==> src/rtl/dmem_arbiter.sv <==
// dmem_arbiter: shares one single-port, synchronous-read data RAM between the
// CPU load/store port and the video scanout fetch port.
// - One grant per cycle. The CPU has priority.
// - When DMEM_ARB_STARVE_EN is defined, a starvation guard promotes a video
//   request after MAX_WAIT consecutive refusals.
// - Read data returns through a two-stage tag pipeline, two cycles after the
//   grant.
// - A CPU access that is out of range or misaligned is granted but never
//   reaches the RAM. It returns a cpu_err pulse instead of data.
module dmem_arbiter #(
  parameter int unsigned AW       = 9,
  parameter int unsigned MAX_WAIT = 4
) (
  input  logic          clk,
  input  logic          rst_n,
  input  logic          cpu_req,
  input  logic          cpu_we,
  input  logic [31:0]   cpu_addr,
  input  logic [31:0]   cpu_wdata,
  output logic          cpu_gnt,
  output logic          cpu_rvalid,
  output logic [31:0]   cpu_rdata,
  output logic          cpu_err,
  input  logic          vid_req,
  input  logic [AW+1:0] vid_addr,
  output logic          vid_gnt,
  output logic          vid_rvalid,
  output logic [31:0]   vid_rdata,
  output logic          mem_en,
  output logic          mem_we,
  output logic [AW-1:0] mem_addr,
  output logic [31:0]   mem_wdata,
  input  logic [31:0]   mem_rdata
);

  logic starve_s;
  logic cpu_ok_s;
  logic cpu_gnt_s;
  logic vid_gnt_s;

  // Stage-1 read tags (owner plus error flag) and stage-2 return registers
  logic        s1_cpu_rd_q, s1_cpu_rd_d;
  logic        s1_cpu_err_q, s1_cpu_err_d;
  logic        s1_vid_rd_q, s1_vid_rd_d;
  logic        cpu_rvalid_q, cpu_rvalid_d;
  logic        cpu_err_q, cpu_err_d;
  logic        vid_rvalid_q, vid_rvalid_d;
  logic [31:0] cpu_rdata_q, cpu_rdata_d;
  logic [31:0] vid_rdata_q, vid_rdata_d;

  // The byte-lane bits of the video address carry no information
  logic unused_s;
  assign unused_s = ^vid_addr[1:0];

  // A CPU access is legal only if it is word aligned and inside the RAM
  assign cpu_ok_s  = (cpu_addr[31:AW+2] == {(30-AW){1'b0}}) && (cpu_addr[1:0] == 2'b00);
  assign cpu_gnt_s = cpu_req & ~(vid_req & starve_s);
  assign vid_gnt_s = vid_req & ~cpu_gnt_s;
  assign cpu_gnt   = cpu_gnt_s;
  assign vid_gnt   = vid_gnt_s;

`ifdef DMEM_ARB_STARVE_EN
  logic [3:0] wait_cnt_q, wait_cnt_d;

  // Count consecutive refusals of a pending video request, saturating at MAX_WAIT
  always_comb begin
    wait_cnt_d = wait_cnt_q;
    if (!vid_req || vid_gnt_s) begin
      wait_cnt_d = 4'd0;
    end else if (wait_cnt_q != 4'(MAX_WAIT)) begin
      wait_cnt_d = wait_cnt_q + 4'd1;
    end else begin
      wait_cnt_d = wait_cnt_q;
    end
  end

  // Refusal counter register
  always_ff @(posedge clk or negedge rst_n) begin
    if (!rst_n) begin
      wait_cnt_q <= 4'd0;
    end else begin
      wait_cnt_q <= wait_cnt_d;
    end
  end

  assign starve_s = (wait_cnt_q == 4'(MAX_WAIT));
`else
  // Without the guard the CPU has strict priority and MAX_WAIT has no effect
  logic unused_cfg_s;
  assign unused_cfg_s = ^(4'(MAX_WAIT));
  assign starve_s     = 1'b0;
`endif

  // Drive the RAM control lines from whichever requester holds this cycle's slot
  always_comb begin
    mem_en    = 1'b0;
    mem_we    = 1'b0;
    mem_addr  = {AW{1'b0}};
    mem_wdata = 32'd0;
    if (cpu_gnt_s) begin
      if (cpu_ok_s) begin
        mem_en    = 1'b1;
        mem_we    = cpu_we;
        mem_addr  = cpu_addr[AW+1:2];
        mem_wdata = cpu_wdata;
      end else begin
        mem_en = 1'b0;
      end
    end else if (vid_gnt_s) begin
      mem_en   = 1'b1;
      mem_addr = vid_addr[AW+1:2];
    end else begin
      mem_en = 1'b0;
    end
  end

  // Next-state logic of the return pipeline: tag in stage 1, capture in stage 2
  always_comb begin
    s1_cpu_rd_d  = cpu_gnt_s & cpu_ok_s & ~cpu_we;
    s1_cpu_err_d = cpu_gnt_s & ~cpu_ok_s;
    s1_vid_rd_d  = vid_gnt_s;
    cpu_rvalid_d = s1_cpu_rd_q;
    cpu_err_d    = s1_cpu_err_q;
    vid_rvalid_d = s1_vid_rd_q;
    cpu_rdata_d  = cpu_rdata_q;
    vid_rdata_d  = vid_rdata_q;
    if (s1_cpu_rd_q) begin
      cpu_rdata_d = mem_rdata;
    end else begin
      cpu_rdata_d = cpu_rdata_q;
    end
    if (s1_vid_rd_q) begin
      vid_rdata_d = mem_rdata;
    end else begin
      vid_rdata_d = vid_rdata_q;
    end
  end

  // Return pipeline registers; reset drops any read still in flight
  always_ff @(posedge clk or negedge rst_n) begin
    if (!rst_n) begin
      s1_cpu_rd_q  <= 1'b0;
      s1_cpu_err_q <= 1'b0;
      s1_vid_rd_q  <= 1'b0;
      cpu_rvalid_q <= 1'b0;
      cpu_err_q    <= 1'b0;
      vid_rvalid_q <= 1'b0;
      cpu_rdata_q  <= 32'd0;
      vid_rdata_q  <= 32'd0;
    end else begin
      s1_cpu_rd_q  <= s1_cpu_rd_d;
      s1_cpu_err_q <= s1_cpu_err_d;
      s1_vid_rd_q  <= s1_vid_rd_d;
      cpu_rvalid_q <= cpu_rvalid_d;
      cpu_err_q    <= cpu_err_d;
      vid_rvalid_q <= vid_rvalid_d;
      cpu_rdata_q  <= cpu_rdata_d;
      vid_rdata_q  <= vid_rdata_d;
    end
  end

  assign cpu_rvalid = cpu_rvalid_q;
  assign cpu_err    = cpu_err_q;
  assign cpu_rdata  = cpu_rdata_q;
  assign vid_rvalid = vid_rvalid_q;
  assign vid_rdata  = vid_rdata_q;

endmodule

==> config.mk <==
export PLATFORM = sky130hd
export DESIGN_NAME = dmem_arbiter
export DESIGN_NICKNAME = d
export VERILOG_FILES = /design/src/rtl/dmem_arbiter.sv
export SDC_FILE = /design/constraint.sdc
export NUM_CORES = 1
export LEC_CHECK = 0
export ABC_AREA = 1
export BUFFER_PORTS_ARGS = -buffer_cell sky130_fd_sc_hd__clkbuf_2
export CORE_MARGIN = 3
export CORE_UTILIZATION = 45
export DETAILED_ROUTE_END_ITERATION = 6
export PLACE_DENSITY_LB_ADDON = 0.12
export SLEW_MARGIN = 15
export SYNTH_ARGS = -nofsm -noshare
export SYNTH_HDL_FRONTEND = slang
export SYNTH_SLANG_ARGS = --single-unit
==> constraint.sdc <==
create_clock -name clk -period 3.53 [get_ports clk]
set_input_delay 0.1765 -clock clk [delete_from_list [all_inputs] [get_ports clk]]
set_output_delay 0.1765 -clock clk [all_outputs]
set_load 0.02 [all_outputs]
# Yosys cells after proc, flatten, opt, wreduce, memory -nomap -nowiden

Index checks and enable logic that the tools add are counted.

Mux-type cells: 10
Reductions and logical operators: 3
Bitwise logic cells: 7

Operators by type and width:

| operator           | number |
|---|---|
| 32-bit 2-to-1 mux  | 2 |
| 9-bit 2-to-1 mux   | 3 |
| 21-bit logical NOT | 1 |
| 1-bit 2-to-1 mux   | 5 |
| 1-bit AND          | 4 |
| 1-bit inverter     | 3 |
| 2-bit logical NOT  | 1 |
| 1-bit logical AND  | 1 |

Bits in registers: 70
Input bits: 112

# Longest topological paths before layout

Gate-level depths: netlist of run 1.

Depth in word-level cells: 4
Depth in mapped cells: 8

# Worst setup path after synthesis of run 1

OpenSTA, ideal clock, no wires.

Kind: input -> output
From: input port cpu_addr[14]
To: output port mem_wdata[10]
Cell stages on the path: 6
Slack: 2,258 ps
Required time: 3,354 ps
Buffers on the path: 1
Arrival time: 1,095 ps
Cell sequence: nor2_1 -> nand4_2 -> nor2_8 -> nand2_8 -> buf_12 -> nor2_4

Word-level cells in the longest chain between the ends: 4

Ends and longest elaborated chain:

| element            | line | RTL |
|---|---|---|
| from (decl)        | 18   | `input logic [31:0] cpu_addr,` |
| 21-bit logical NOT | 56   | `assign cpu_ok_s = (cpu_addr[31:AW+2] == {(30-AW){1'b0}}) && (cpu_addr[1:0] == 2'b00);` |
| 1-bit logical AND  | 56   |  |
| 32-bit 2-to-1 mux  | 101  | `if (cpu_ok_s) begin` |
| 32-bit 2-to-1 mux  | 100  | `if (cpu_gnt_s) begin` |
| to (decl)          | 32   | `output logic [31:0] mem_wdata,` |

Every way passes these cells.

# Worst setup path after layout of run 1

From: input port cpu_addr[26]
To: output port mem_wdata[31]

The elaborated chain is that of the path after synthesis.

==> summary.md, run 1 <==
| Metric | Value |
|---|---|
| Outcome | finished, violations left |
| Failing checks | negative hold slack |
| Critical path endpoint category | output pin |
| Final WL | 8.22 mm |
| Final non-filler cell total | 591 |
| Skew final | 5.68 ps |
| Post-CTS resize count | 0 |
| TritonCTS clock tree | yes |
| CP most frequent cell | nor2_1 |
| Fin. Hold Viols | 33 |
| Row count | 30 |
| Busiest grt layer | met2 |
| Mapped Cells | 268 |
| Synth Area in Simple Gates | 17.8% |
| Max-Cap Viols | 0 |
| Achievable Freq | 578 MHz |
| Post-Place Setup Slack | 1770 ps |
| Worst reg2reg endpoint | vid_rdata[15]$_DFFE_PN0P_ |
| Final Critical Period | 1730 ps |
| Number of fill cells | 571 |
| Post-synth cell types | 17 |
| Routed wire per std cell | 13.9 um |
| Leakage | 2.68 nW |
| Cells on worst reg2reg path | 2 |
| WHS | -9.51 ps |
| RSZ-0062 raised after global routing | false |
| Largest net degree at the start of global routing | 45 |
| Register area | 0.00175 sq mm |
| H-Tree Depth | 3 |
| Yosys top cell by area | dfrtp_1 |
| TritonCTS Buffers | 9 |
| Yosys top cell area share | 52.8% |
| Root buffer cell | clkbuf_8 |
| Synth Area in Adders | 0% |
| Compound-Gate Fraction of Synth Area | 0.302% |
| CP startpoint kind | primary input |
| WP buf/inv | 2 |
| Worst Setup Path Type | primary input to output pin |
| R2R Path Start | s1_vid_rd_q$_DFF_PN0_ |
| FF+latch count, synth | 70 |
| First-pass GRT wire length | 13.2 mm |
| GPL Wtd Cong | 0.875 |
| Die Ht | 91.9 um |
| Flop-to-flop setup slack | 2020 ps |
| Crit path max-delay cell type | nand2_8 |
| Congestion Overflow GR | 0 |
| DRC | 0 |
| Footprint of the multi-input gates | 0.00132 sq mm |
| Setup_tns | 0 ps |
| Top post-synthesis cells by area | dfrtp_1, mux2_2, nor2_4 |
| Vias | 2,625 |
| Syn_nets | 380 |
| Clk buf depth | 2 |
| Layout cells sized above 1 | 66.9% |
| GRT met2 Usage | 35.3% |
| Pins Over Slew Limit | 0 |
| Setup ws final | 1800 ps |
| Iter 0 DRT Violations | 45 |
| Core ar. | 0.00698 sq mm |
| Xor/xnor share of the synthesized area | 0% |
| Relative slew slack | 37.6% |
| Post-synthesis sequential area ratio | 52.8% |
| Number of global-route vias before repair | 2,695 |
| Number of diodes | 0 |
| VDD IR max | 0.164 mV |
| M1 GR Usage | 23.1% |
| Worst hold path class | primary input to async pin |
| Die extent in x | 91.9 um |
| Avg Synthesized Cell Area | 12.4 sq um |
| First-pass DRT Iterations | 4 |
| I/O pin count | 224 |
| DRT antenna net count | 0 |
| Full die area | 0.00844 sq mm |
| Vias per inst | 4.44 |
| IO Port Bufs | 221 |
| Post-layout net count | 602 |
| GR Util met3 | 4.51% |
| Inst Count DP | 575 |
| Post-CTS Repair Setup Buffers | 0 |
| Antenna violations before repair | 0 |
| Worst EP arrival | 1550 ps |
| Largest family of logic cells by synthesized area | multiplexers |
| Clock Latency Late Sink | 330 ps |
| Pwr Density | 396 mW/mm^2 |
| Reg clk slew, reported paths | 70 ps |
| Initial cell density of the core | 47.5% |
| Clock Sinks | 70 |
| Post-CTS Hold Buffers | 0 |
| Area Growth Syn to Fin | 40.4% |
| Synthesized area | 0.00332 sq mm |
| Ys Warns | 0 |
| Period utilization | 49.0% |
| Worst-path fanout max | 35 |
| Tightest Pin Transition | 936 ps |
| GRT Overall Usage | 19.9% |
| Worst endpoint required time | 3350 ps |
| Fraction of synthesized area in multiplexers | 21.7% |
| Crit-path cells | clkbuf_2 > nor2_1 > nand2_1 > nor2_1 > nand2_2 > nor2_8 > nand2_8 > nor2_1 > clkbuf_2 |
| Final setup fails | 0 |
| Max incr delay on CP | 330 ps |
| Top Family by Delay on Critical Path | simple AND/OR/NAND/NOR gates |
| DP HPWL | 6.75 mm |
flip-flops by register name, summed over array words and instances (netlist names):
signal        cells
cpu_err           1
cpu_err_d         1
cpu_rdata        32
cpu_rvalid        1
cpu_rvalid_d      1
vid_rvalid        1
vid_rdata        32
s1_vid_rd_q       1
how the worst max path moves through the flow:
stage / start / endpoint / cells after the start
finish: cpu_addr[26] / mem_wdata[31] / 9
detailed placement: cpu_addr[26] / mem_we / 9
CTS: cpu_addr[26] / mem_we / 9
global route: cpu_addr[26] / mem_wdata[31] / 9
global placement: cpu_addr[26] / mem_wdata[0] / 9
floorplan: cpu_addr[14] / mem_wdata[10] / 6
layout make-up:
type	count	share of cell area, %
Sequential cell	70	37.6
Multi-Input combinational cell	149	28.4
Timing Repair Buffer	224	24.2
Clock buffer	13	3.41
Inverter	36	2.90
Tap cell	96	2.58
Clock inverter	3	0.913
metrics by stage:
| step | cell area (sq um) | utilization (%) | power, mW | hold slack, ps |
|---|---|---|---|---|
| after CTS | 4660 | 66.7 | 1.87 | 5.90 |
| after floorplan | 3320 | - | 1.06 | -119 |
| after detailed placement | 4460 | 63.9 | 1.23 | 343 |
| after global placement | 4460 | 63.9 | 1.22 | 334 |
| after global routing | 4660 | 66.7 | 1.95 | 2.71 |
| final | 4660 | 66.7 | 1.84 | -9.51 |
where the power goes:
group | total (mW) | internal (mW) | switching (mW) | leakage [nW]
combinational | 0.317 | 0.135 | 0.182 | 1.68
sequential | 0.888 | 0.858 | 0.0294 | 0.900
clock | 0.639 | 0.365 | 0.274 | 0.0996
metal layers:
| metal | part of all wire (%) | up-vias |
|---|---|---|
| met5 | 0 | - |
| met4 | 1.7 | 0 |
| met3 | 8.0 | 11 |
| met2 | 53 | 130 |
| met1 | 38 | 1190 |
| li1 | - | 1294 |
cells in the final DEF (no fill, tap or decap), types with 2 or more instances in the layout:
cell and n:
dfrtp_1 70, mux2_1 5, nor2_1 18, inv_1 36, nand3_1 9, nand2_1 22
clkbuf_1 2, nor2_4 30, o21ai_0 2, clkbuf_8 11, buf_4 3, mux2_2 59
clkbuf_2 220
cells in the mapped netlist:
library cell / instances
dfrtp_1: 70
mux2_2: 59
inv_1: 36
nor2_4: 30
nand2_1: 22
nor2_1: 18
nand3_1: 9
buf_2: 6
mux2_1: 5
buf_12: 3
clkbuf_1: 3
o21ai_0: 2
buf_4: 1
nand2_2: 1
nand2_8: 1
nand4_2: 1
nor2_8: 1
cells by family (layout without fill, tap and decap cells):
| group | Yosys count | after routing |
|---|---|---|
| buffers and inverters | 49 | 276 |
| AND/OR/NAND/NOR | 83 | 83 |
| AO/OA/AOI/OAI | 2 | 2 |
| multiplexers | 64 | 64 |
| flip-flops | 70 | 70 |
(Power assumes the default switching activity.)
==> run 2, diff against run 1 <==
Settings changed: ABC_AREA 1 to 0, CORE_UTILIZATION 45 to 41.
Clock period 3.53 ns to 1.6 ns, I/O delays scaled along.
==> summary.md, run 2 <==
| Metric | Value |
|---|---|
| EDFF count, synth | 0 (unchanged) |
| Full die area | 0.00860 sq mm (+1.8%) |
| Worst-path fanout max | 25 (-29%) |
| Post-layout net count | 628 (+4.3%) |
| Yosys top cell area share | 56.8% (+4.0 points) |
| DRC | 0 (unchanged) |
| Initial cell density of the core | 43.7% (-3.8 points) |
| DP HPWL | 7.30 mm (+8.1%) |
| Tightest Pin Transition | 439 ps (-497 ps) |
| First-pass GRT wire length | 14.9 mm (+13%) |
| Clk buf depth | 2 (unchanged) |
| Number of fill cells | 564 (-1.2%) |
| Achievable Freq | 690 MHz |
| Placed Instance Area | 0.00434 sq mm (-2.6%) |
| Period utilization | 90.6% |
| Congestion Overflow GR | 0 (unchanged) |
| Iter 0 DRT Violations | 77 (+71%) |
| Async set-or-reset flop fraction in the synthesized netlist | 100% (unchanged) |
| Pins Over Slew Limit | 0 (unchanged) |
| GPL Wtd Cong | 0.860 (-1.7%) |
| Critical path endpoint category | output pin |
| Die extent in x | 92.7 um (+0.92%) |
| Area Growth Syn to Fin | 57.5% |
| Worst endpoint required time | 1520 ps (-1830 ps) |
| Core ar. | 0.00706 sq mm (+1.1%) |
| GRT Overall Usage | 22.3% (+2.3 points) |
| Final Critical Period | 1450 ps |
| VDD IR max | 0.447 mV (+170%) |
| Clock Sinks | 70 (unchanged) |
| Leakage | 2.69 nW (+0.28%) |
| Reg clk slew, reported paths | 70 ps (about the same) |
| Layout cells sized above 1 | 59.8% (-7.1 points) |
| Final WL | 9.51 mm (+16%) |
| TritonCTS Buffers | 9 (unchanged) |
| Routed wire per std cell | 15.4 um (+11%) |
| CP startpoint kind | primary input |
| Top post-synthesis cells by area | dfrtp_1, mux2_2, nor3_1 |
| Commonest non-fill, non-tap cells in the layout | clkbuf_2, dfrtp_1, mux2_2 |
| Worst hold path class | primary input to register |
| Relative slew slack | 70.7% (+33 points) |
| Row count | 30 (unchanged) |
| Antenna violations before repair | 0 (unchanged) |
| Post-Place Setup Slack | 157 ps (-1620 ps) |
| Syn_nets | 370 (-2.6%) |
| RSZ-0062 raised after global routing | false |
| H-Tree Depth | 3 (unchanged) |
| Number of diodes | 0 (unchanged) |
| Fin. Hold Viols | 0 (-100%) |
| Mapped Cells | 258 (-3.7%) |
| Most numerous cell in the Yosys netlist | dfrtp_1 |
| Setup_tns | 0 ps (unchanged) |
| DRT antenna net count | 0 (unchanged) |
| FF+latch count, synth | 70 (unchanged) |
| TritonCTS clock tree | yes |
| IO Port Bufs | 221 (unchanged) |
| Outcome | completed |
| Vias | 2,934 (+12%) |
| Post-synthesis sequential area ratio | 56.8% (+4.0 points) |
| Vias per inst | 4.76 (+7.2%) |
| Worst EP arrival | 1370 ps (-180 ps) |
| Final setup fails | 0 (unchanged) |
| Clock Latency Late Sink | 340 ps (about the same) |
| Prevailing post-synth register cell | dfrtp_1 |
| Root buffer cell | clkbuf_8 |
| Number of global-route vias before repair | 3,124 (+16%) |
| Total power | 4.14 mW (+120%) |
| Die Ht | 92.7 um (+0.92%) |
| Skew final | 9.56 ps (+3.88 ps) |
| Avg Synthesized Cell Area | 11.9 sq um (-3.5%) |
| Worst Setup Path Type | primary input to output pin |
| Commonest cells post-synth | dfrtp_1, mux2_2, nor3_1, inv_1, nand2_1 |
| Pwr Density | 851 mW/mm^2 (+120%) |
| Largest net degree at the start of global routing | 55 (+22%) |
| Post-route cell area | 0.00486 sq mm (+4.2%) |
| Setup ws final | 151 ps (-1650 ps) |
| Most common cell after layout, fill and taps aside | clkbuf_2 |
| Yosys top cell by area | dfrtp_1 |
| First-pass DRT Iterations | 4 (unchanged) |
| Post-synth cell types | 17 (unchanged) |
| Synthesized area | 0.00308 sq mm (-7.1%) |
| Max-Cap Viols | 0 (unchanged) |
| Ys Warns | 0 (unchanged) |
| Post-CTS resize count | 0 (unchanged) |
| I/O pin count | 224 (unchanged) |
[run 2: metrics by stage]
stage | util, % | hold slack [ps] | std cells
final | 68.8 | 4.07 | 616
after global routing | 68.8 | 0.595 | 616
after CTS | 68.8 | 0.596 | 616
after detailed placement | 61.5 | 34.2 | 569
after global placement | 61.5 | 22.1 | 569
after floorplan | - | -216 | 258
[run 2: power breakdown]
group / internal [mW] / switching, mW / leakage, nW
combinational: 0.360 / 0.415 / 1.69
sequential: 1.89 / 0.0595 / 0.900
clock: 0.756 / 0.651 / 0.0948
total: 3.01 / 1.13 / 2.69
[run 2: path summary, 6_finish.rpt]
path,from,endpoint,slack (ps),cells past startpoint
worst min-delay path,mem_rdata[23],vid_rdata[23]$_DFFE_PN0P_,4,2
worst min register to register,cpu_err_d$_DFF_PN0_,cpu_err$_DFF_PN0_,360,0
min in group asynchronous,rst_n,cpu_rdata[4]$_DFFE_PN0P_,210,2
max in group asynchronous,rst_n,vid_rdata[20]$_DFFE_PN0P_,760,3
worst max register to register,cpu_rvalid_d$_DFF_PN0_,cpu_rdata[14]$_DFFE_PN0P_,470,2
worst max-delay path,cpu_addr[13],mem_wdata[3],150,6
[run 2: area by class of cell]
class	count	area [sq um]	share of cell area (%)
clock buffer	10	138	2.83
timing repair buffer	265	1540	31.7
sequential	70	1750	36.1
tap	96	120	2.47
multi-input combinational	137	1120	23.1
inverter	33	124	2.55
clock inverter	5	58.8	1.21
[run 2: layer usage]
| metal | GRT usage, % | wire [um] |
|---|---|---|
| met5 | 0 | 0 |
| met4 | 7.81 | 175 |
| met3 | 5.04 | 700 |
| met2 | 43.9 | 5280 |
| met1 | 22.7 | 3360 |
[run 2: logic make-up (layout without fill, tap and decap cells)]
family / after synthesis / in the layout / synth area share, %
buf+inv: 51 / 313 / 6.74
compound gates: 11 / 11 / 2.68
flops: 70 / 70 / 56.8
mux: 64 / 64 / 23.4
simple gates: 62 / 62 / 10.4
[run 2: what timing repair did]
| item | CTS | global route |
|---|---|---|
| setup buffers | 0 | 0 |
| hold buffers | 32 | 0 |
| hold endpoints to repair | 73 | 0 |
[run 2: worst max-delay path, stage by stage]
cell	delay, ps
clkbuf_2	80
nor4_1	390
nand3_1	150
buf_4	240
nor3_1	210
clkbuf_2	210
==> run 3, diff against run 2 <==
Settings changed: BUFFER_PORTS_ARGS -buffer_cell sky130_fd_sc_hd__clkbuf_2 to -buffer_cell sky130_fd_sc_hd__buf_2.
Clock period 1.6 ns to 1.5 ns, I/O delays scaled along.
==> summary.md, run 3 (synthesis results as in run 2) <==
| Metric | Value |
|---|---|
| Critical path endpoint category | output pin |
| Relative slew slack | 76.1% (+5.3 points) |
| Worst reg2reg endpoint | cpu_rdata[4]$_DFFE_PN0P_ |
| Crit-path cells | buf_2 > nor4_4 > nand4_2 > buf_4 > buf_6 > nor3_1 > buf_4 |
| GR Util met3 | 6.74% (+1.7 points) |
| Full die area | 0.00860 sq mm (unchanged) |
| Flop-to-flop setup slack | 350 ps (-120 ps) |
| Worst EP arrival | 1450 ps (+80 ps) |
| Most common cell after layout, fill and taps aside | buf_2 |
| Clock Sinks | 70 (unchanged) |
| Switching share of total power | 27.5% (+0.24 points) |
| Congestion Overflow GR | 0 (unchanged) |
| Setup ws final | -28.5 ps (-179 ps) |
| Worst Setup Path Type | primary input to output pin |
| Worst-path fanout max | 23 (-8.0%) |
| Outcome | finished, violations left |
| H-Tree Depth | 3 (unchanged) |
| Critical path endpoint | mem_wdata[5] |
| Combinational fraction of design power | 19.4% (+0.7 points) |
| Area Growth Syn to Fin | 69.2% |
| Final non-filler cell total | 623 (+1.1%) |
| R2R Path Start | cpu_rvalid_d$_DFF_PN0_ |
| Part of the power in registers | 46.8% (-0.4 points) |
| Final Critical Period | 1530 ps |
| Int Pwr | 3.23 mW (+7.2%) |
| Skew final | 6.18 ps (-3.37 ps) |
| Initial cell density of the core | 43.7% (unchanged) |
| Vias | 2,991 (+1.9%) |
| TritonCTS clock tree | yes |
| Worst hold path class | primary input to register |
| Commonest non-fill, non-tap cells in the layout | buf_2, dfrtp_1, mux2_2 |
| Leakage | 2.78 nW (+3.4%) |
| Worst Setup SP | cpu_addr[12] |
| Fin. Hold Viols | 0 (unchanged) |
| Largest net degree at the start of global routing | 71 (+29%) |
| NetSw | 1.22 mW (+8.5%) |
| Final Core Density | 73.9% (+5.1 points) |
| Post-layout net count | 635 (+1.1%) |
| Number of global-route vias before repair | 3,016 (-3.5%) |
| Antenna violations before repair | 0 (unchanged) |
| Die Ht | 92.7 um (unchanged) |
| Vias per inst | 4.80 (+0.80%) |
| Worst endpoint required time | 1420 ps (-100 ps) |
| Inst Count DP | 568 (-0.18%) |
| Pins Over Slew Limit | 0 (unchanged) |
| Pwr Density | 853 mW/mm^2 (+0.18%) |
| WP buf/inv | 4 (+1) |
| Final WL | 10.1 mm (+5.9%) |
| Max incr delay on CP | 290 ps (-100 ps) |
| DP HPWL | 7.22 mm (-1.1%) |
| Busiest grt layer | met2 |
| Total power | 4.45 mW (+7.6%) |
| GPL Wtd Cong | 0.857 (-0.31%) |
| CP most frequent cell | buf_4 |
| Failing checks | negative setup slack |
| CP startpoint kind | primary input |
| Number of diodes | 0 (unchanged) |
| Row count | 30 (unchanged) |
| Layout cells sized above 1 | 65.7% (+5.8 points) |
| DRC | 0 (unchanged) |
| Achievable Freq | 654 MHz |
| Die extent in x | 92.7 um (unchanged) |
| Iter 0 DRT Violations | 50 (-35%) |
| Period utilization | 102% |
| Max-Cap Viols | 0 (unchanged) |
| Cell depth of the worst setup path | 7 (+1) |
| VDD IR max | 0.487 mV (+8.9%) |
| RSZ-0062 raised after global routing | true |
| DRT antenna net count | 0 (unchanged) |
| First-pass GRT wire length | 14.9 mm (-0.23%) |
| Cells on worst reg2reg path | 2 (unchanged) |
| IO Port Bufs | 221 (unchanged) |
| Routed wire per std cell | 16.2 um (+4.7%) |
| Clk buf depth | 2 (unchanged) |
| Tightest Pin Transition | 359 ps (-80.1 ps) |
| GRT met2 Usage | 40.3% (-3.6 points) |
| Top Family by Delay on Critical Path | simple AND/OR/NAND/NOR gates |
| Clock power frac | 33.8% (-0.2 points) |
| Crit path max-delay cell type | nor4_4 |
| M1 GR Usage | 25.0% (+2.3 points) |
| First-pass DRT Iterations | 4 (unchanged) |
| Final setup fails | 2 (+2) |
| TritonCTS Buffers | 9 (unchanged) |
| Root buffer cell | clkbuf_8 |
| Setup_tns | -44.4 ps (-44.4 ps) |
| GRT Overall Usage | 22.2% (-0.071 points) |
| Clock Latency Late Sink | 330 ps (about the same) |
| Core ar. | 0.00706 sq mm (unchanged) |
| Reg clk slew, reported paths | 70 ps (about the same) |
| I/O pin count | 224 (unchanged) |
-- run 3: cell types whose count changed in the layout (fill, tap and decap cells not counted), moves of 6 or more --
| cell | before | now |
|---|---|---|
| buf_2 | 1 | 194 |
| buf_4 | 10 | 37 |
| clkbuf_2 | 220 | 0 |
| nor3_1 | 35 | 13 |
| nor3_2 | 0 | 22 |
| o31ai_1 | 9 | 3 |
-- run 3: cell type report --
| cell class | instances | area (sq um) |
|---|---|---|
| Clock buffer | 10 | 138 |
| Clock inverter | 5 | 58.8 |
| Fill cell | 520 | 1840 |
| Inverter | 33 | 124 |
| Multi-Input combinational cell | 137 | 1350 |
| Sequential cell | 70 | 1750 |
| Tap cell | 96 | 120 |
| Timing Repair Buffer | 272 | 1680 |
-- run 3: power groups by stage --
stage | registers (mW) | clock network, mW | logic, mW
floorplan | 2.28 | 0 | 0.204
global placement | 2.11 | 0 | 0.749
detailed placement | 2.12 | 0 | 0.760
CTS | 2.08 | 1.53 | 0.829
global route | 2.10 | 1.62 | 0.931
finish | 2.08 | 1.50 | 0.865
-- run 3: worst min path at each step --
stage             startpoint                   endpoint  slack (ps)  depth (start not counted)
6_report             vid_req      s1_vid_rd_q$_DFF_PN0_          70                          2
5_1_grt              vid_req      s1_vid_rd_q$_DFF_PN0_          60                          2
4_1_cts        mem_rdata[22]  cpu_rdata[22]$_DFFE_PN0P_           8                          2
3_5_place_dp           rst_n   vid_rdata[9]$_DFFE_PN0P_         130                          2
3_3_place_gp           rst_n   cpu_rdata[4]$_DFFE_PN0P_         130                          2
2_1_floorplan          rst_n          cpu_err$_DFF_PN0_        -220                          0
-- run 3: routing by layer --
layer / part of all wire (%) / vias up
li1: - / 1407
met1: 38 / 1442
met2: 54 / 130
met3: 6.7 / 12
met4: 1.7 / 0
met5: 0 / -
-- run 3: repair_timing --
action,4_1_cts,5_1_grt
setup endpoints to repair,0,40
hold buffers,33,1
resized for setup,0,74
setup buffers,0,6
hold endpoints to repair,132,1
-- run 3: metrics by stage --
step / cell area [sq um] / hold WS, ps / setup slack (ps)
after global placement: 4320 / 127 / 56.4
after global routing: 5220 / 63.9 / -87.6
after detailed placement: 4320 / 130 / 31.5
after floorplan: 3080 / -221 / 52.3
after CTS: 4850 / 7.57 / 23.7
final: 5220 / 73.3 / -28.5
